<file path="config.mk">
export PLATFORM = sky130hd
export DESIGN_NAME = rgb_to_bayer_tx
export DESIGN_NICKNAME = d
export VERILOG_FILES = /design/src/rtl/rgb_to_bayer_tx.sv
export SDC_FILE = /design/constraint.sdc
export NUM_CORES = 1
export LEC_CHECK = 0
export CORE_MARGIN = 2
export CORE_UTILIZATION = 53
export CTS_CLUSTER_DIAMETER = 30
export DETAILED_ROUTE_END_ITERATION = 7
export PLACE_DENSITY = 0.87
export SYNTH_ARGS = -nofsm -noshare
export SYNTH_HDL_FRONTEND = slang
export SYNTH_SLANG_ARGS = --single-unit
export TNS_END_PERCENT = 10
</file>
<file path="constraint.sdc">
create_clock -name iCLK -period 3.2 [get_ports iCLK]
set_clock_uncertainty 0.15 [all_clocks]
set_input_delay 0.64 -clock iCLK [delete_from_list [all_inputs] [get_ports iCLK]]
set_output_delay 0.64 -clock iCLK [all_outputs]
set_load 0.005 [all_outputs]
</file>
<file path="src/rtl/rgb_to_bayer_tx.sv">
// RGB pixel stream to raw Bayer (GRBG) sample stream with frame timing.
// Ready/valid input, one-cycle registered output, programmable active and blanking periods.
module rgb_to_bayer_tx #(
    parameter int unsigned H_ACTIVE = 1280,
    parameter int unsigned V_ACTIVE = 960,
    parameter int unsigned H_BLANK  = 16,
    parameter int unsigned V_BLANK  = 4
) (
    input  logic        iCLK,
    input  logic        iRST,
    input  logic        iEN,
    input  logic [11:0] iRed,
    input  logic [11:0] iGreen,
    input  logic [11:0] iBlue,
    input  logic        iVALID,
    output logic        oREADY,
    output logic [11:0] oDATA,
    output logic        oDVAL,
    output logic [10:0] oX_Cont,
    output logic [10:0] oY_Cont,
    output logic        oFRAME_DONE
);

    localparam int unsigned BlankMax = (H_BLANK > V_BLANK) ? H_BLANK : V_BLANK;
    localparam int unsigned BlankW   = (BlankMax > 1) ? $clog2(BlankMax) : 1;

    localparam logic [BlankW-1:0] HLoad   = BlankW'(H_BLANK - 1);
    localparam logic [BlankW-1:0] VLoad   = BlankW'(V_BLANK - 1);
    localparam logic [10:0]       ColLast = 11'(H_ACTIVE - 1);
    localparam logic [10:0]       RowLast = 11'(V_ACTIVE - 1);

    typedef enum logic [1:0] {
        StIdle,
        StActive,
        StHblank,
        StVblank
    } state_e;

    state_e             state_q, state_d;
    logic [10:0]        col_q, col_d;
    logic [10:0]        row_q, row_d;
    logic [BlankW-1:0]  blank_q, blank_d;
    logic [11:0]        data_q, data_d;
    logic               dval_q, dval_d;
    logic [10:0]        x_q, x_d;
    logic [10:0]        y_q, y_d;
    logic               done_q, done_d;
    logic               xfer;
    logic [11:0]        mosaic;

    assign oREADY = (state_q == StActive);
    assign xfer   = iVALID && oREADY;

    // GRBG: even rows G,R,G,R...; odd rows B,G,B,G...
    always_comb begin
        mosaic = iGreen;
        case ({row_q[0], col_q[0]})
            2'b01:   mosaic = iRed;
            2'b10:   mosaic = iBlue;
            default: mosaic = iGreen;
        endcase
    end

    always_comb begin
        state_d = state_q;
        col_d   = col_q;
        row_d   = row_q;
        blank_d = blank_q;
        data_d  = data_q;
        dval_d  = 1'b0;
        x_d     = x_q;
        y_d     = y_q;
        done_d  = 1'b0;

        case (state_q)
            StIdle: begin
                if (iEN) begin
                    state_d = StActive;
                    col_d   = '0;
                    row_d   = '0;
                end
            end
            StActive: begin
                if (xfer) begin
                    dval_d = 1'b1;
                    data_d = mosaic;
                    x_d    = col_q;
                    y_d    = row_q;
                    if (col_q == ColLast) begin
                        col_d   = '0;
                        blank_d = HLoad;
                        state_d = StHblank;
                    end else begin
                        col_d = col_q + 11'd1;
                    end
                end
            end
            StHblank: begin
                if (blank_q == '0) begin
                    if (row_q < RowLast) begin
                        row_d   = row_q + 11'd1;
                        state_d = StActive;
                    end else begin
                        row_d   = '0;
                        blank_d = VLoad;
                        state_d = StVblank;
                    end
                end else begin
                    blank_d = blank_q - BlankW'(1);
                end
            end
            StVblank: begin
                if (blank_q == '0) begin
                    done_d  = 1'b1;
                    col_d   = '0;
                    row_d   = '0;
                    state_d = iEN ? StActive : StIdle;
                end else begin
                    blank_d = blank_q - BlankW'(1);
                end
            end
            default: state_d = StIdle;
        endcase
    end

    always_ff @(posedge iCLK) begin
        if (iRST) begin
            state_q <= StIdle;
            col_q   <= '0;
            row_q   <= '0;
            blank_q <= '0;
            data_q  <= '0;
            dval_q  <= 1'b0;
            x_q     <= '0;
            y_q     <= '0;
            done_q  <= 1'b0;
        end else begin
            state_q <= state_d;
            col_q   <= col_d;
            row_q   <= row_d;
            blank_q <= blank_d;
            data_q  <= data_d;
            dval_q  <= dval_d;
            x_q     <= x_d;
            y_q     <= y_d;
            done_q  <= done_d;
        end
    end

    assign oDATA       = data_q;
    assign oDVAL       = dval_q;
    assign oX_Cont     = x_q;
    assign oY_Cont     = y_q;
    assign oFRAME_DONE = done_q;

endmodule

</file>
# Word-level counts from Yosys, hierarchy flattened
# Cells that the tools add are included.
totals:
  output_inout_bits: 37
  register_bits: 64
  word_cells: 66
classes:
  eq_ne: 13
  n_mux: 25
  bitwise: 2
  order_cmp: 1
  reduce_logical: 13
  add_sub_neg: 3
ops:
  columns: ["cell", "count"]
  rows:
  - ["$mux 11", 6]
  - ["$pmux 11 s3", 2]
  - ["$pmux 12 s2", 1]
  - ["$add 11x1->11 const B", 2]
  - ["$mux 4", 5]
  - ["$mux 2", 6]
  - ["$pmux 4 s3", 1]
  - ["$eq 11x11->1 const B", 1]
  - ["$lt 11x10->1 const B", 1]
  - ["$reduce_and 5->1", 2]
  - ["$reduce_bool 3->1", 3]
  - ["$ne 2x2->1 const B", 4]
  - ["$pmux 2 s4", 1]
  - ["$reduce_and 4->1", 2]
  - ["$eq 2x2->1 const B", 3]
  - ["$eq 2x1->1 const B", 2]
  - ["$logic_not 4->1", 1]
  - ["$ne 2x1->1 const B", 2]
  - ["$reduce_or 2->1", 2]
  - ["$sub 4x1->4 const B", 1]
  - ["$mux 1", 3]
  - ["$ne 3x3->1 const B", 1]
  - ["$logic_not 2->1", 1]
  - ["$not 1->1", 2]
  - ["other kinds (2)", 2]

# Longest topological paths before layout
# Gate-level depths: netlist (run 1).
depth:
  depth_word: 4
  mapped_depth: 9
  depth_no_buf: 7

# Worst setup path before layout (run 1)
# Ideal clock, no wire load.
synth_path:
  path_kind: "register to register"
  startpoint: "register blank_q[0]"
  endpoint: "register col_q[3]"
  t_required_ns: 2.935
  arrival_ns: 1.931
  setup_ns: 0.115
  slack_ns: 1.004
  n_path_buf: 2
  stages_incl_launch_ff: 10
  cell_sequence: "dfxtp_1 > inv_1 > ha_1 > or3b_1 > buf_6 > a2111oi_4 > buf_6 > nand4_1 > xor2_1 > nor2_2"
synth_between:
  elab_chain_cells: 3
synth_lines:
  columns: ["item", "line", "rtl"]
  rows:
  - ["start, declared", "42", "logic [BlankW-1:0] blank_q, blank_d;"]
  - ["start signal, assigned", "141", "blank_q <= blank_d;"]
  - ["$logic_not 4->1", "113", "if (blank_q == '0) begin"]
  - ["$ne 2x2->1 (no line)", null, null]
  - ["$reduce_and 4->1 (no line)", null, null]
  - ["end signal, assigned", "139", "col_q <= col_d;"]
  - ["end, declared", "40", "logic [10:0] col_q, col_d;"]
# Every way passes these cells.
# A chain may end at the register's enable or synchronous reset.

# Final worst setup path (run 1)
layout_path:
  startpoint: "register state_q[1]"
  endpoint: "output port oREADY"
layout_between:
  elab_chain_cells: 1
layout_lines:
  columns: ["item", "line", "rtl"]
  rows:
  - ["start, declared", "39", "state_e state_q, state_d;"]
  - ["start signal, assigned", "128", "state_q <= StIdle;"]
  - ["start signal, assigned", "138", "state_q <= state_d;"]
  - ["$eq 2x1->1", "51", "assign oREADY = (state_q == StActive);"]
  - ["end, declared", "16", "output logic oREADY,"]
# Every way passes these cells.

==> flow_metrics.py, run 1 <==
metrics = {
    "pwr": {
        "power_w": 0.002684,
        "pwr_density_cell_nw_per_um2": 659.4,
        "power.leakage_nw": 1.418,
        "peakVddDrop_v": 0.0004094,
    },
    "floorplan": {
        "die_w_um": 80.43,
        "pin_count": 77,
        "die_area_um2": 6468,
        "fp-row-count": 27,
        "initial_utilization_pct": 55.53,
        "die_h_um": 80.43,
        "core_area_um2": 5574,
    },
    "synth": {
        "ys_warn_count": 0,
        "synth.distinct_cells": 45,
        "synth.avg_cell_area_um2": 7.958,
        "yosys.area.top_type": "dfxtp_1",
        "ys_async_sr_fraction_pct": 0,
        "synth_edf_count": 0,
        "synth_area_leaders": "dfxtp_1 (41%), nand2_1 (12%), a21oi_1 (8.4%)",
        "ys_seq_area_share_pct": 41.39,
        "synth_top_area_share_pct": 41.39,
        "synth_area_um2": 3095,
        "synth_top_flop_cell": "dfxtp_1",
        "synth_seq_cells": 64,
        "synth_nets": 439,
        "synthCells": 389,
    },
    "timing": {
        "setup_viol": 0,
        "hold_viol": 0,
        "fin_crit_ns": 2.565,
        "max_slew_margin_pct": 59.76,
        "max_slew.worst_pin.slew_ns": 0.6036,
        "maxSlewViolCount": 0,
        "fmax_ghz": 0.3899,
        "rsz0062_at_grt": "no",
        "fin_crit_sh_pct": 80.16,
        "fin_tns_setup_ns": 0,
    },
    "critical_path": {
        "crit_path_start_kind": "flip-flop",
        "critPathRequiredTime_ns": 2.41,
        "reg2regPathDepth": 7,
        "cp.arrival_ns": 1.78,
        "rrSetupSlack_ns": 0.72,
        "critPathKind": "flip-flop to primary output",
        "cp_max_fo": 9,
        "endpoint_kind": "primary output",
    },
    "global_routing": {
        "first_global_vias": 2765,
        "grt_max_degree": 48,
        "antenna_found_initial": 0,
        "grt-ovfl-total": 0,
        "grt_usage_pct": 24.76,
        "grt_pass1_wl_mm": 12.48,
    },
    "clocking": {
        "cts_resized": 0,
        "cts_tree": "yes",
        "cts_root_buffer": "clkbuf_8",
        "cts_buffers": 9,
        "clk_pin_slew_ns": 0.07,
        "numClockSinks": 64,
        "cts_hold_buf": 0,
        "h-tree-depth": 3,
        "cts_setup_buffers": 0,
        "clockBufferDepth": 2,
        "clk_latency_ns": 0.35,
    },
    "cells_and_area": {
        "fin_nets": 511,
        "antenna_cells": 0,
        "drive_above_1_share_pct": 7.940,
        "area_growth_pct": 31.49,
    },
    "routing": {
        "dr.pass1.iters": 4,
        "via_per_inst": 5.617,
        "drtIter0Drc": 212,
        "antenna_left": 0,
        "wl_per_cell_um": 14.32,
        "vias": 3022,
        "routed_wl_mm": 7.705,
        "drc": 0,
    },
    "placed_design": {
        "finalWeightedCongestion": 0.9245,
        "port_buffers": 76,
        "dp_hpwl_mm": 5.288,
    },
    "flow_run": {
        "max_cap_violations": 0,
    },
    "hold_path": {
        "hold_depth": 2,
        "min_path_type": "flip-flop to flip-flop",
    },
    "outcome": {
        "outcome": "completed",
    },
}
[sequential cells by signal, indices dropped and copies added (netlist names)]
register / cells
oDATA: 12
col_q: 11
oX_Cont: 11
oY_Cont: 11
row_q: 11
blank_q: 4
state_q: 2
oDVAL: 1
oFRAME_DONE: 1
[path summary, 6_finish.rpt]
path / startpoint / end
hold reg to reg: oY_Cont[4]$_SDFFE_PP0P_ / oY_Cont[4]$_SDFFE_PP0P_
setup / recovery: state_q[1]$_SDFFE_PP0P_ / oREADY
hold / removal: oY_Cont[4]$_SDFFE_PP0P_ / oY_Cont[4]$_SDFFE_PP0P_
setup reg to reg: state_q[0]$_SDFFE_PP0P_ / row_q[4]$_SDFFE_PP0P_
[metrics by stage]
stage / cells / instance area, um2 / hold slack [ns] / worst slack, ns / util (%)
after floorplan: 389 / 3095 / 0.2945 / 1.004 / -
after CTS: 538 / 4070 / 0.3049 / 0.6501 / 73.02
final: 538 / 4070 / 0.3028 / 0.6349 / 73.02
after global routing: 538 / 4070 / 0.3220 / 0.6043 / 73.02
after detailed placement: 522 / 3864 / 0.2953 / 0.4507 / 69.32
after global placement: 522 / 3864 / 0.2914 / 0.5136 / 69.32
[kinds of logic (layout without fill, tap and decap cells)]
kind of cell	count (synthesis)	after routing	share of synthesized area (%)
xor gates and xnor gates	9	9	2.547
muxes	2	2	0.6468
AOI/OAI and AO/OA	107	107	21.67
buffers and inverters	36	113	6.022
adders and majority gates	10	10	4.042
and+or+nand+nor	161	161	23.69
DFF	64	64	41.39
[worst max-delay path, cell delays in order, from the launching register on]
cell	delay, ns
dfxtp_1	0.36
inv_1	0.14
ha_1	0.34
clkdlybuf4s50_1	0.58
[final cells by class]
type                       count  area [um2]
multi-input combinational    289        1630
fill                         436        1504
sequential                    64        1281
timing repair buffer          82       805.8
clock buffer                  11       151.4
tap                           72       90.09
inverter                      15       56.30
clock inverter                 5       55.05
[cells in the final DEF, fill, tap and decap left out, types with 8 or more instances in the layout]
cell type	count
nand2_1	95
clkdlybuf4s50_1	76
dfxtp_1	64
a21oi_1	52
o21ai_0	20
inv_1	15
nor2_1	15
a22oi_1	13
nand3_1	11
clkbuf_8	11
ha_1	10
nand4_1	9
xor2_1	8
[synthesized netlist by cell type, types with 2 or more instances]
cell,instances
a21oi_1,52
a22oi_1,13
a31oi_1,2
a41oi_1,2
and2_1,3
and2b_2,2
and3_1,7
buf_6,3
clkbuf_1,17
dfxtp_1,64
ha_1,10
inv_1,15
mux2i_1,2
nand2_1,95
nand3_1,11
nand4_1,9
nor2_1,16
nor2_2,4
nor3_1,4
nor4b_1,3
o211ai_1,2
o21a_1,2
o21ai_0,20
o22ai_1,3
xor2_1,8
[metal layers]
layer  track usage, %  wire length [um]  share of wire [%]
met1            30.15              3250                 42
met2            41.08              3764                 49
met3            5.730               559                7.3
met4            11.86               130                1.7
met5                0                 0                  0
[where the power goes]
| part | internal, W | switching, W |
|---|---|---|
| logic | 0.000405 | 0.000629 |
| clock network | 0.000399 | 0.000315 |
| registers | 0.000866 | 0.0000694 |
Power figures use the tool's default switching activity.
==> inputs of run 2 (changes only) <==
Settings changed: CORE_UTILIZATION 53 to 44, PLACE_DENSITY 0.87 to 0.77.
Clock period 3.2 ns to 2.1 ns, I/O delays scaled along.
==> flow_metrics.py, run 2 (synthesized netlist as in run 1, its figures left out) <==
metrics = {
    "outcome": {
        "outcome": "completed",
    },
    "global_routing": {
        "grt_pass1_wl_mm": 12.29,
        "first_global_vias": 2780,
        "grt_max_degree": 36,
        "antenna_found_initial": 0,
        "grt_usage_pct": 20.14,
        "grt-ovfl-total": 0,
    },
    "floorplan": {
        "pin_count": 77,
        "die_w_um": 87.88,
        "initial_utilization_pct": 45.56,
        "core_area_um2": 6794,
        "fp-row-count": 30,
        "die_h_um": 87.88,
        "die_area_um2": 7722,
    },
    "clocking": {
        "clk_pin_slew_ns": 0.07,
        "h-tree-depth": 3,
        "clk_latency_ns": 0.35,
        "cts_buffers": 9,
        "clockBufferDepth": 2,
        "numClockSinks": 64,
        "cts_root_buffer": "clkbuf_8",
        "cts_tree": "yes",
    },
    "timing": {
        "rsz0062_at_grt": "yes",
        "fin_crit_ns": 2.093,
        "setup_viol": 0,
        "maxSlewViolCount": 0,
        "fin_crit_sh_pct": 99.68,
        "max_slew_margin_pct": 70.61,
        "hold_ws_ns": 0.3041,
        "fmax_ghz": 0.4777,
        "hold_viol": 0,
        "max_slew.worst_pin.slew_ns": 0.4362,
        "timing.final.ws_setup_ns": 0.006644,
    },
    "routing": {
        "via_per_inst": 5.139,
        "routed_wl_mm": 7.521,
        "drtIter0Drc": 151,
        "dr.pass1.iters": 4,
        "antenna_left": 0,
        "wl_per_cell_um": 12.77,
        "drc": 0,
        "vias": 3027,
    },
    "pwr": {
        "p_comb_share_pct": 46.2,
        "power.internal_w": 0.002764,
        "pwr_density_cell_nw_per_um2": 998.4,
        "switching_share_pct": 36.66,
        "p_switching_w": 0.001600,
        "pwr-share-clk_pct": 21.4,
        "power_w": 0.004363,
        "peakVddDrop_v": 0.0006866,
        "power.leakage_nw": 1.553,
        "seqPwrFrac_pct": 32.4,
    },
    "cells_and_area": {
        "mostFrequentLayoutCell": "nand2_1",
        "fin_util_pct": 64.33,
        "fin_nets": 538,
        "largest_reg_flops": 12,
        "area_growth_pct": 41.19,
        "num-fill-cells": 590,
        "layout_common_cells": "nand2_1 (94), clkdlybuf4s50_1 (76), dfxtp_1 (60), a21oi_1 (52), buf_4 (30)",
        "fin_cells": 589,
        "antenna_cells": 0,
        "drive_above_1_share_pct": 15.62,
    },
    "critical_path": {
        "crit_buf_inv": 1,
        "critPathKind": "flip-flop to flip-flop",
        "worst_path_max_delay_cell": "or3_2",
        "cp_cell_sequence": "inv_1 > ha_1 > nor4b_4 > a41oi_2 > or3_2 > o221a_2",
        "endpoint_kind": "flip-flop",
        "cp.depth": 6,
        "cp_max_fo": 4,
        "slowest_delay_ns": 0.46,
        "crit_family": "simple AND/OR/NAND/NOR gates",
        "reg2regPathDepth": 6,
        "cp.arrival_ns": 2.18,
        "critPathRequiredTime_ns": 2.19,
        "crit_path_start_kind": "flip-flop",
    },
    "flow_run": {
        "max_cap_violations": 0,
    },
    "placed_design": {
        "post-place-ws_ns": -0.2288,
        "dpl.cell_count": 569,
        "port_buffers": 76,
        "finalWeightedCongestion": 0.8404,
        "dp_hpwl_mm": 5.411,
    },
    "hold_path": {
        "min_path_type": "flip-flop to flip-flop",
        "hold_depth": 2,
    },
}
run 2: power groups by stage:
stage          Combinational, W  Sequential [W]  Clock (W)
4_1_cts                 0.00195         0.00141   0.000953
6_report                0.00202         0.00141   0.000934
3_5_place_dp            0.00184         0.00143          0
2_1_floorplan           0.00125         0.00143          0
3_3_place_gp            0.00180         0.00142          0
5_1_grt                 0.00221         0.00143   0.000989
run 2: tightest hold or removal path: stages (launching register included):
cell and delay (ns):
dfxtp_1 0.31, nand2_1 0.05, a21oi_1 0.05
run 2: what timing repair did:
item	in CTS	in global routing
pin swaps	2	4
endpoints found under the setup margin	14	18
resized for setup	7	8
hold buffers	0	0
buffers inserted	3	1
run 2: layer usage:
layer / share of wire (%) / vias up / global-route usage, % / routed length [um]
li1: - / 1551 / - / -
met1: 46 / 1387 / 25.25 / 3454
met2: 48 / 75 / 32.99 / 3581
met3: 4.2 / 14 / 4.995 / 319
met4: 2.2 / 0 / 8.531 / 166
met5: 0 / - / 0 / 0
run 2: cell type report:
| type | count | area (um2) | share of cell area [%] |
|---|---|---|---|
| Clock buffer | 11 | 141.4 | 3.235 |
| Timing Repair Buffer | 109 | 1037 | 23.73 |
| Inverter | 15 | 58.81 | 1.346 |
| Sequential cell | 64 | 1286 | 29.43 |
| Multi-Input combinational cell | 289 | 1694 | 38.76 |
| Tap cell | 96 | 120.1 | 2.748 |
| Clock inverter | 5 | 32.53 | 0.7443 |
run 2: through the flow:
step | instance area, um2 | setup TNS, ns
floorplan | 3115 | -0.1028
global placement | 4111 | -1.936
detailed placement | 4111 | -2.620
CTS | 4333 | -0.001562
global route | 4370 | -0.6587
finish | 4370 | 0
run 2: final timing paths:
| check | start | to | slack (ns) |
|---|---|---|---|
| max | state_q[0]$_SDFFE_PP0P_ | blank_q[3]$_SDFFE_PP0P_ | 0.007 |
| min | oX_Cont[1]$_SDFFE_PP0P_ | oX_Cont[1]$_SDFFE_PP0P_ | 0.30 |
| max reg2reg | state_q[0]$_SDFFE_PP0P_ | blank_q[3]$_SDFFE_PP0P_ | 0.007 |
| min reg2reg | oX_Cont[1]$_SDFFE_PP0P_ | oX_Cont[1]$_SDFFE_PP0P_ | 0.30 |
